[src/rtl/mips_pkg.sv]
// mips_pkg: shared widths, constants and the fetch buffer entry type used by
// the instruction fetch unit and its prefetch buffer.
//   INSTR_W / ADDR_W    : instruction word and byte-address widths
//   PC_INC              : sequential fetch stride in bytes
//   DEFAULT_RESET_PC    : default first fetch address after reset
//   fetch_entry_t       : {instr, pc} pair held in the prefetch buffer
//   align_pc()          : forces a byte address onto a word boundary
package mips_pkg;

   localparam int INSTR_W = 32;
   localparam int ADDR_W  = 32;

   localparam logic [ADDR_W-1:0] PC_INC           = 32'd4;
   localparam logic [ADDR_W-1:0] DEFAULT_RESET_PC = 32'h0000_0000;

   typedef struct packed {
      logic [INSTR_W-1:0] instr;
      logic [ADDR_W-1:0]  pc;
   } fetch_entry_t;

   function automatic logic [ADDR_W-1:0] align_pc(input logic [ADDR_W-1:0] pc);
      return pc & ~ADDR_W'(3);
   endfunction

endpackage

[src/rtl/fetch_fifo.sv]
// fetch_fifo: DEPTH-entry circular prefetch buffer.
//   clk, reset   : clock, asynchronous active-low reset
//   push         : write push_entry at the tail
//   push_entry   : {instr, pc} to store
//   pop          : retire the head entry
//   flush        : empty the buffer (wins over push and pop)
//   head         : entry at the head (content meaningless when count == 0)
//   count        : number of valid entries, 0..DEPTH
module fetch_fifo
   import mips_pkg::*;
#(
   parameter  int DEPTH = 2,
   localparam int CNT_W = $clog2(DEPTH + 1),
   localparam int PTR_W = (DEPTH > 1) ? $clog2(DEPTH) : 1
) (
   input  logic             clk,
   input  logic             reset,
   input  logic             push,
   input  fetch_entry_t     push_entry,
   input  logic             pop,
   input  logic             flush,
   output fetch_entry_t     head,
   output logic [CNT_W-1:0] count
);

   fetch_entry_t     mem [DEPTH];
   logic [PTR_W-1:0] wr_ptr;
   logic [PTR_W-1:0] rd_ptr;

   // Pointers wrap explicitly so DEPTH need not be a power of two.
   function automatic logic [PTR_W-1:0] ptr_inc(input logic [PTR_W-1:0] p);
      if (p == PTR_W'(DEPTH - 1)) return '0;
      return p + PTR_W'(1);
   endfunction

   always_ff @(posedge clk or negedge reset) begin
      if (!reset) begin
         wr_ptr <= '0;
         rd_ptr <= '0;
         count  <= '0;
         for (int i = 0; i < DEPTH; i++) mem[i] <= '0;
      end else if (flush) begin
         wr_ptr <= '0;
         rd_ptr <= '0;
         count  <= '0;
      end else begin
         if (push) begin
            mem[wr_ptr] <= push_entry;
            wr_ptr      <= ptr_inc(wr_ptr);
         end
         if (pop) rd_ptr <= ptr_inc(rd_ptr);
         case ({push, pop})
            2'b10:   count <= count + CNT_W'(1);
            2'b01:   count <= count - CNT_W'(1);
            default: count <= count;
         endcase
      end
   end

   assign head = mem[rd_ptr];

endmodule

[src/rtl/fetch_unit.sv]
// fetch_unit: sequential instruction fetch with a credit-limited prefetch
// buffer and epoch-tagged redirect handling.
//   clk, reset      : clock, asynchronous active-low reset
//   imem_req/addr   : word-aligned read request to instruction memory
//   imem_rvalid/rdata : response, exactly one cycle after each request
//   instr_valid/ready : handshake towards IF/ID
//   instr_out/pc_out  : instruction word and its byte address at buffer head
//   redirect_valid/pc : branch/jump redirect; low two pc bits are ignored
module fetch_unit
   import mips_pkg::*;
#(
   parameter logic [ADDR_W-1:0] RESET_PC = DEFAULT_RESET_PC,
   parameter int                DEPTH    = 2
) (
   input  logic               clk,
   input  logic               reset,
   output logic               imem_req,
   output logic [ADDR_W-1:0]  imem_addr,
   input  logic               imem_rvalid,
   input  logic [INSTR_W-1:0] imem_rdata,
   output logic               instr_valid,
   input  logic               instr_ready,
   output logic [INSTR_W-1:0] instr_out,
   output logic [ADDR_W-1:0]  pc_out,
   input  logic               redirect_valid,
   input  logic [ADDR_W-1:0]  redirect_pc
);

   localparam int CNT_W = $clog2(DEPTH + 1);
   localparam int CRD_W = CNT_W + 1;

   logic [ADDR_W-1:0] fetch_pc;
   logic              outstanding;
   logic              epoch;
   logic [ADDR_W-1:0] req_pc_p1;
   logic              req_epoch_p1;

   logic [CNT_W-1:0]  count;
   logic [CRD_W-1:0]  credit_used;
   logic              pop;
   logic              push;
   fetch_entry_t      push_entry;
   fetch_entry_t      head;

   always_comb begin
      instr_valid = 1'b0;
      pop         = 1'b0;
      credit_used = '0;
      imem_req    = 1'b0;
      push        = 1'b0;
      push_entry  = '0;

      // A redirect hides the head, so any pop in that cycle is void.
      instr_valid = (count != '0) && !redirect_valid;
      pop         = instr_valid && instr_ready;

      // Slots already promised: buffered entries plus the one in flight,
      // minus the slot freed this cycle. Keeps count <= DEPTH.
      credit_used = CRD_W'(count) + CRD_W'(outstanding) - CRD_W'(pop);

      // Gated by reset so nothing is requested while reset is held.
      imem_req = reset && !redirect_valid && (credit_used < CRD_W'(DEPTH));

      // Only the response to a live request from the current epoch is kept;
      // one landing in a redirect cycle belongs to the abandoned stream.
      push             = imem_rvalid && outstanding && (req_epoch_p1 == epoch) && !redirect_valid;
      push_entry.instr = imem_rdata;
      push_entry.pc    = req_pc_p1;
   end

   // ---- request stage -> response stage ----
   always_ff @(posedge clk or negedge reset) begin
      if (!reset) begin
         fetch_pc     <= RESET_PC;
         outstanding  <= 1'b0;
         epoch        <= 1'b0;
         req_pc_p1    <= '0;
         req_epoch_p1 <= 1'b0;
      end else begin
         outstanding <= imem_req || (outstanding && !imem_rvalid);
         if (imem_req) begin
            req_pc_p1    <= fetch_pc;
            req_epoch_p1 <= epoch;
         end
         if (redirect_valid) begin
            epoch    <= ~epoch;
            fetch_pc <= align_pc(redirect_pc);
         end else if (imem_req) begin
            fetch_pc <= fetch_pc + PC_INC;
         end
      end
   end

   // ---- response stage -> buffer head ----
   fetch_fifo #(
      .DEPTH (DEPTH)
   ) u_fifo (
      .clk        (clk),
      .reset      (reset),
      .push       (push),
      .push_entry (push_entry),
      .pop        (pop),
      .flush      (redirect_valid),
      .head       (head),
      .count      (count)
   );

   assign imem_addr = fetch_pc;
   assign instr_out = head.instr;
   assign pc_out    = head.pc;

endmodule

[config.mk]
export PLATFORM = sky130hd
export DESIGN_NAME = fetch_unit
export DESIGN_NICKNAME = d
export VERILOG_FILES = /design/src/rtl/mips_pkg.sv /design/src/rtl/fetch_fifo.sv /design/src/rtl/fetch_unit.sv
export SDC_FILE = /design/constraint.sdc
export NUM_CORES = 1
export LEC_CHECK = 0
export ABC_AREA = 0
export CAP_MARGIN = 20
export CORE_MARGIN = 5
export CORE_UTILIZATION = 52
export CTS_CLUSTER_DIAMETER = 120
export DETAILED_ROUTE_END_ITERATION = 6
export GPL_TIMING_DRIVEN = 0
export PLACE_DENSITY = 0.81
export RECOVER_POWER = 50
export SKIP_CTS_REPAIR_TIMING = 1
export SYNTH_ARGS = -nofsm -noshare
export SYNTH_HDL_FRONTEND = slang
export SYNTH_SLANG_ARGS = --single-unit
[constraint.sdc]
create_clock -name clk -period 4.1 [get_ports clk]
set_clock_uncertainty 0.15 [all_clocks]
set_input_delay 0.82 -clock clk [delete_from_list [all_inputs] [get_ports clk]]
set_output_delay 0.82 -clock clk [all_outputs]
set_load 0.02 [all_outputs]
* Word-level counts from Yosys, hierarchy flattened
Index checks and enable logic that the tools add are counted.
** Cells by class
- Add/sub/neg operators :: 7
- Mux-type cells :: 24
- Bitwise operators :: 4
- Equal/unequal tests :: 3
- Order comparisons :: 4
- Reductions and logical operators :: 18
** Operators with widths (count)
- 2-to-1 mux 64 bit :: 4
- bitwise mux 128 bit :: 1
- demux 64 bit (select 1 bit) :: 1
- 2-to-1 mux 32 bit :: 2
- adder 32 x 3 -> 32 bit, second input constant :: 1
- 2-to-1 mux 1 bit :: 14
- logical AND 1 bit :: 9
- nonzero test 2 bit :: 4
- greater-or-equal comparator 2 bit, second input constant :: 2
- inverter 1 -> 2 bit :: 2
- case mux 2 bit (2 select lines) :: 1
- adder 2 x 1 -> 3 bit :: 1
- less-than comparator 3 x 2 -> 1 bit, second input constant :: 1
- nonzero test 3 bit :: 1
- subtractor 3 x 1 -> 3 bit :: 1
- adder 1 bit, second input constant :: 2
- adder 2 x 1 -> 2 bit, second input constant :: 1
- == test 2 x 1 -> 1 bit, second input constant :: 1
- == test 2 bit, second input constant :: 1
- zero test 1 bit :: 2
- less-than comparator 2 x 1 -> 1 bit, second input constant :: 1
- 2-to-1 mux 2 bit :: 1
- inverter 1 bit :: 2
- AND reduction 2 bit :: 1
- 3 further kinds :: 3
** Word-level totals
- Register bits after elaboration :: 199
- Input port bits :: 69
- Word-level logic and storage cells :: 72
- Output and inout bits :: 98

* Depth between registers and ports, before layout
- Depth after elaboration :: 8
- Gate-level depth with buffers :: 14
- Depth with buffers taken out :: 13

* By module
Synthesis repeated with hierarchy kept, for this count alone.
** Second synthesis, totals
- Cell total of the unflattened synthesis :: 717
- Area, all modules :: 9191.3 µm²
** Modules (own cells, without submodules)
- fetch_fifo :: area each 6035.8 µm², times used 1, cells an instance 360, sequential area each 3303.2 µm²
- fetch_unit :: area each 3155.5 µm², times used 1, cells an instance 357, sequential area each 1576.5 µm²

* Worst setup path after synthesis
Ideal clock, no wire load.
- Path kind :: in2out
- Start point :: input port redirect_valid
- End point :: output port imem_req
- Stages :: 12
- Path slack :: -0.275 ns
- Buffers on the path :: 3
- Data required time :: 3.130 ns
- Data arrival time :: 3.405 ns
- Cells stage by stage :: clkbuf_1 -> nor2_1 -> nand2_1 -> inv_1 -> ha_1 -> nand2b_1 -> fa_1 -> xnor2_1 -> nand4_2 -> inv_2 -> buf_2 -> buf_1
** On the way
- Cells in the longest elaborated chain, start to end :: 6
- Elaborated cells between the ends (all ways) :: 7
- Classes of those cells :: add/sub: 1; order compare: 1; reduce/logical: 5
** RTL lines
- from (decl) :: line fetch_unit.sv:25 : input logic redirect_valid,
- zero test 1 bit :: line fetch_unit.sv:54 : instr_valid = (count != '0) && !redirect_valid;
- logical AND 1 bit :: line fetch_unit.sv:54
- net instr_valid :: line fetch_unit.sv:21 : output logic instr_valid,
- logical AND 1 bit :: line fetch_unit.sv:55 : pop = instr_valid && instr_ready;
- subtractor 3 x 1 -> 3 bit :: line fetch_unit.sv:59 : credit_used = CRD_W'(count) + CRD_W'(outstanding) - CRD_W'(pop);
- less-than comparator 3 x 2 -> 1 bit :: line fetch_unit.sv:62 : imem_req = reset && !redirect_valid && (credit_used < CRD_W'(DEPTH));
- logical AND 1 bit :: line fetch_unit.sv:62
- to (decl) :: line fetch_unit.sv:17 : output logic imem_req,
The timed path passes the listed nets, and every way through them passes these cells.

* Worst setup path after layout
- Start point :: input port redirect_valid
- End point :: output port imem_req
** On the way
- Cells in the longest elaborated chain, start to end :: 6
- Elaborated cells between the ends (all ways) :: 7
- Classes of those cells :: add/sub: 1; order compare: 1; reduce/logical: 5
** RTL lines (line)
- zero test 1 bit (*) :: fetch_unit.sv:54, fetch_unit.sv:62
- logical AND 1 bit :: fetch_unit.sv:54
- logical AND 1 bit :: fetch_unit.sv:55
- subtractor 3 x 1 -> 3 bit :: fetch_unit.sv:59
- less-than comparator 3 x 2 -> 1 bit :: fetch_unit.sv:62
- logical AND 1 bit (*) :: fetch_unit.sv:62
Mark *: on every way between the ends. The rest lies on a longest branch, timed or not.

==> results.md <==
STA:
- Setup violations remaining at the end of the flow were counted as 0.
- The smallest setup slack after layout is a little over 70 ps.
- The minimum clock period is roughly 4000 ps.
- The number of hold-slack violations in the final timing report came to 0.
- In the finished design, the share of the clock period the worst path needs comes to 0.983.
- In this run the tightest slew margin relative to its limit is -0.635.
- The highest clock frequency the design can meet is approximately 250 MHz.
- The max-slew violation count is approximately 110.
- For the pin with the worst max-slew slack, the measured transition is 2450 ps.

Worst setup path:
- Data arrives at the worst endpoint at about 3100 ps.
- In this design, the critical path's most frequently occurring cell is sky130_fd_sc_hd__buf_6.
- Walking the worst path, the cells encountered are clkbuf_2 > buf_6 > nor2_4 > nand2_1 > inv_1 > ha_1 > nand2b_1 > fa_2 > xnor2_2 > nand4_4 > inv_4 > buf_8 > buf_6 > buf_4.
- The worst setup path is of the primary input to output pin kind.
- The nature of the critical path startpoint is a primary input.
- Data on the critical path is required at its endpoint by approximately 3100 ps.
- The cell with the biggest individual delay on the critical path is sky130_fd_sc_hd__fa_2.
- The largest fanout on the critical path is 10.
- The worst setup path is captured at an output pin.
- The peak per-stage delay on the critical path is 360 ps.

Yosys:
- Yosys mapped a number of flops with a built-in enable equal to 0.
- Synthesis handed over a netlist of 716 instances.
- The mean area per synthesized cell is 12.1 sq um.
- By count the netlist is led by 191 x sky130_fd_sc_hd__dfrtp_1, 182 x sky130_fd_sc_hd__mux2_2, 120 x sky130_fd_sc_hd__nand2_1, 25 x sky130_fd_sc_hd__nor2_1, 23 x sky130_fd_sc_hd__o21ai_0.
- In the post-synthesis netlist, the biggest area contributors are sky130_fd_sc_hd__dfrtp_1 55%, sky130_fd_sc_hd__mux2_2 24%, sky130_fd_sc_hd__nand2_1 5.2%.
- For this run, the register share of the synthesized area comes to 0.550.
- In this run, distinct cell masters in the synthesized netlist total slightly below 50.
- The synthesis warning total is 0.
- Synthesis inferred ~190 register bits.
- The share of synthesized area in the top cell type comes to 0.550.
- The netlist area before placement is between 8000 and 9000 sq um.
- The share of flip-flops with an asynchronous set or reset is 1.00.
- Summed over all instances, the cell type with the most area after synthesis is sky130_fd_sc_hd__dfrtp_1.
- By instance count, the leading cell after synthesis is sky130_fd_sc_hd__dfrtp_1.
- The commonest register cell after synthesis is sky130_fd_sc_hd__dfrtp_1.

Run status:
- The flow ran to the end, but the final reports show violations.
- The final reports fail on max-capacitance violations, max-slew violations.

Place:
- Buffers placed on the I/O ports in this run total 160.
- Timing analysis after detailed placement gives a worst setup slack of -1670 ps.
- The routability-driven placement congestion ratio is a little over 0.9.
- The HPWL after detailed placement is about 14 mm.
- The post-placement cell count is 1100.

Layout:
- After the flow finishes, the layout carries non-filler instances totaling about 1100.
- In the final layout, the share of cells above drive strength 1 is 0.286.
- In the final design database the tool counted approximately 980 nets.
- 0 antenna diodes ended up in the layout.
- The signed area change from the synthesized netlist to the final layout is 29.5%.

Route:
- The violation count after the first detailed-route iteration is 343.
- Once detail routing completed, the nets flagged for antenna violations numbered 0.
- The detailed-router iteration count before antenna repair is 5.
- The aggregate routed wire length is ~21 mm.
- Dividing the detail-routed wire length by the instance count gives roughly 18 um.
- Across all layers, the routed design uses approximately 6300 vias.
- After detailed routing, the number of vias per cell comes to approximately 5.5.
- After detailed routing, the number of remaining DRC violations is 0.

Die:
- The number of placed I/O pins is approximately 170.
- The area of the core region is around 17000 sq um.
- The die is ~140 um wide.
- The number of core rows is 47.
- The initial core utilization is 0.526.
- The overall die area is ~19000 sq um.
- The die height is roughly 140 um.

Run:
- The max-capacitance violation count is 1.

Power:
- The worst-case IR drop observed on VDD is roughly 0.37 mV.
- The power density relative to cell area is approximately 600 nW/um^2.
- The sum of internal, switching and leakage power is between 6 and 7 mW.
- The analysis attributes to cell leakage a power of about 5.1 nW.

Clock network:
- The tree is rooted in a sky130_fd_sc_hd__clkbuf_16.
- The count of H-tree levels built during CTS is 4.
- The source-to-sink clock delay at the later pin of the worst-skew pair is about 420 ps.
- TritonCTS built the clock tree.
- Counting the buffers created by CTS gives 17.
- Counting along the longest clock path gives a buffer depth of 2.
- The number of sinks handled by clock tree synthesis is around 190.
- After clock tree synthesis, the clock-pin slew on the worst setup and hold paths is 80 ps.

Global route:
- The number of antenna violations at the first check in global routing is 0.
- The first-pass GRT wire length is between 30 and 40 mm.
- The leftover overflow at the end of global routing is 0.
- The via count of the first global-routing pass is between 6000 and 7000.
- Entering global routing, the biggest net connects 113 pins.
- For this run, the total global-route usage over all layers was measured as 0.218.

Hold path:
- The path class of the tightest hold or removal check is primary input to async pin.
-- worst max-delay path, delay by kind of cell --
kind | cells | cell delay (ps)
adder cells (fa/ha/maj) | 2 | 570
XOR/XNOR | 1 | 220
AND/OR/NAND/NOR | 4 | 500
buffers and inverters | 7 | 950
-- metrics by stage --
step | hold slack [ps] | util | instance area (sq um) | setup TNS, ps
6_report | 224 | 0.682 | 11300 | 0
5_1_grt | 270 | 0.682 | 11300 | -50.5
4_1_cts | 244 | 0.679 | 11200 | -4870
3_5_place_dp | 332 | 0.643 | 10600 | -29280
3_3_place_gp | 313 | 0.641 | 10600 | -1538970
2_1_floorplan | 302 | - | 8720 | 0
-- kinds of logic (layout without fill, tap and decap cells) --
kind of cell,Yosys count,in the layout,synth area share
and+or+nand+nor,209,209,0.112
DFF,191,191,0.550
muxes,186,186,0.241
AOI/OAI and AO/OA,64,64,0.0502
buffers and inverters,55,252,0.0348
xor gates and xnor gates,7,7,0.00705
adders and majority gates,3,3,0.00518
other,1,4,0.000431
-- cells in the final DEF, fill, tap and decap left out, types with 4 or more instances in the layout --
cell / netlist / routed
sky130_fd_sc_hd__or3_1: 4 / 4
sky130_fd_sc_hd__nand2_1: 120 / 120
sky130_fd_sc_hd__clkdlybuf4s50_1: 0 / 156
sky130_fd_sc_hd__clkbuf_1: 16 / 15
sky130_fd_sc_hd__mux2_2: 182 / 182
sky130_fd_sc_hd__and2_1: 5 / 5
sky130_fd_sc_hd__o211ai_1: 13 / 13
sky130_fd_sc_hd__a31oi_1: 5 / 5
sky130_fd_sc_hd__inv_8: 0 / 4
sky130_fd_sc_hd__buf_2: 4 / 4
sky130_fd_sc_hd__o21ai_0: 23 / 23
sky130_fd_sc_hd__and3_1: 8 / 8
sky130_fd_sc_hd__clkbuf_16: 0 / 17
sky130_fd_sc_hd__nor3_1: 4 / 4
sky130_fd_sc_hd__buf_6: 7 / 9
sky130_fd_sc_hd__buf_4: 10 / 15
sky130_fd_sc_hd__clkinv_4: 0 / 4
sky130_fd_sc_hd__dfrtp_1: 191 / 190
sky130_fd_sc_hd__mux2_1: 4 / 4
sky130_fd_sc_hd__o311ai_0: 4 / 4
sky130_fd_sc_hd__nand3_1: 16 / 16
sky130_fd_sc_hd__nor2_1: 25 / 23
sky130_fd_sc_hd__nand4_1: 8 / 8
sky130_fd_sc_hd__o311ai_1: 4 / 4
sky130_fd_sc_hd__buf_1: 7 / 6
sky130_fd_sc_hd__inv_1: 9 / 9
sky130_fd_sc_hd__conb_1: 1 / 4
-- per-layer routing --
layer	vias to the layer above	routed length, um	global-route usage
met2	276	9630	0.339
met3	24	1630	0.0566
met4	0	275	0.0536
met5	-	0	0
li1	2889	-	-
met1	3105	9100	0.308
-- cell type report --
type,instances,area (sq um)
Tap cell,220,275
Timing Repair Buffer,165,1640
Clock buffer,18,439
Multi-Input combinational cell,473,3650
Sequential cell,191,4780
Clock inverter,14,146
Fill cell,1204,5260
Buffer,45,290
Inverter,10,40.0
-- flip-flops by register name, indices dropped and copies added (netlist names) --
signal / count
epoch: 1
imem_addr: 30
outstanding: 1
req_epoch_p1: 1
req_pc_p1: 30
u_fifo.count: 2
u_fifo.mem: 124
u_fifo.rd_ptr: 1
u_fifo.wr_ptr: 1
-- report_power, final --
part           leakage (nW)  internal (mW)  switching, mW  total (mW)
combinational          2.35           1.36           1.10        2.46
clock                 0.285          0.830          0.785        1.61
sequential             2.45           2.52          0.372        2.89
-- worst paths after layout --
path	start	end	slack (ps)	depth (start not counted)
worst max-delay path	redirect_valid	imem_req	70	14
worst min-delay path	reset	u_fifo.mem[9]	220	1
worst max register to register	u_fifo.count[1]	req_pc_p1[23]	730	12
worst min register to register	u_fifo.mem[26]	u_fifo.mem[26]	340	1
max in group asynchronous	reset	u_fifo.mem[123]	760	2
min in group clk	u_fifo.mem[26]	u_fifo.mem[26]	340	1
No activity file was read; power rests on OpenSTA's default activity.
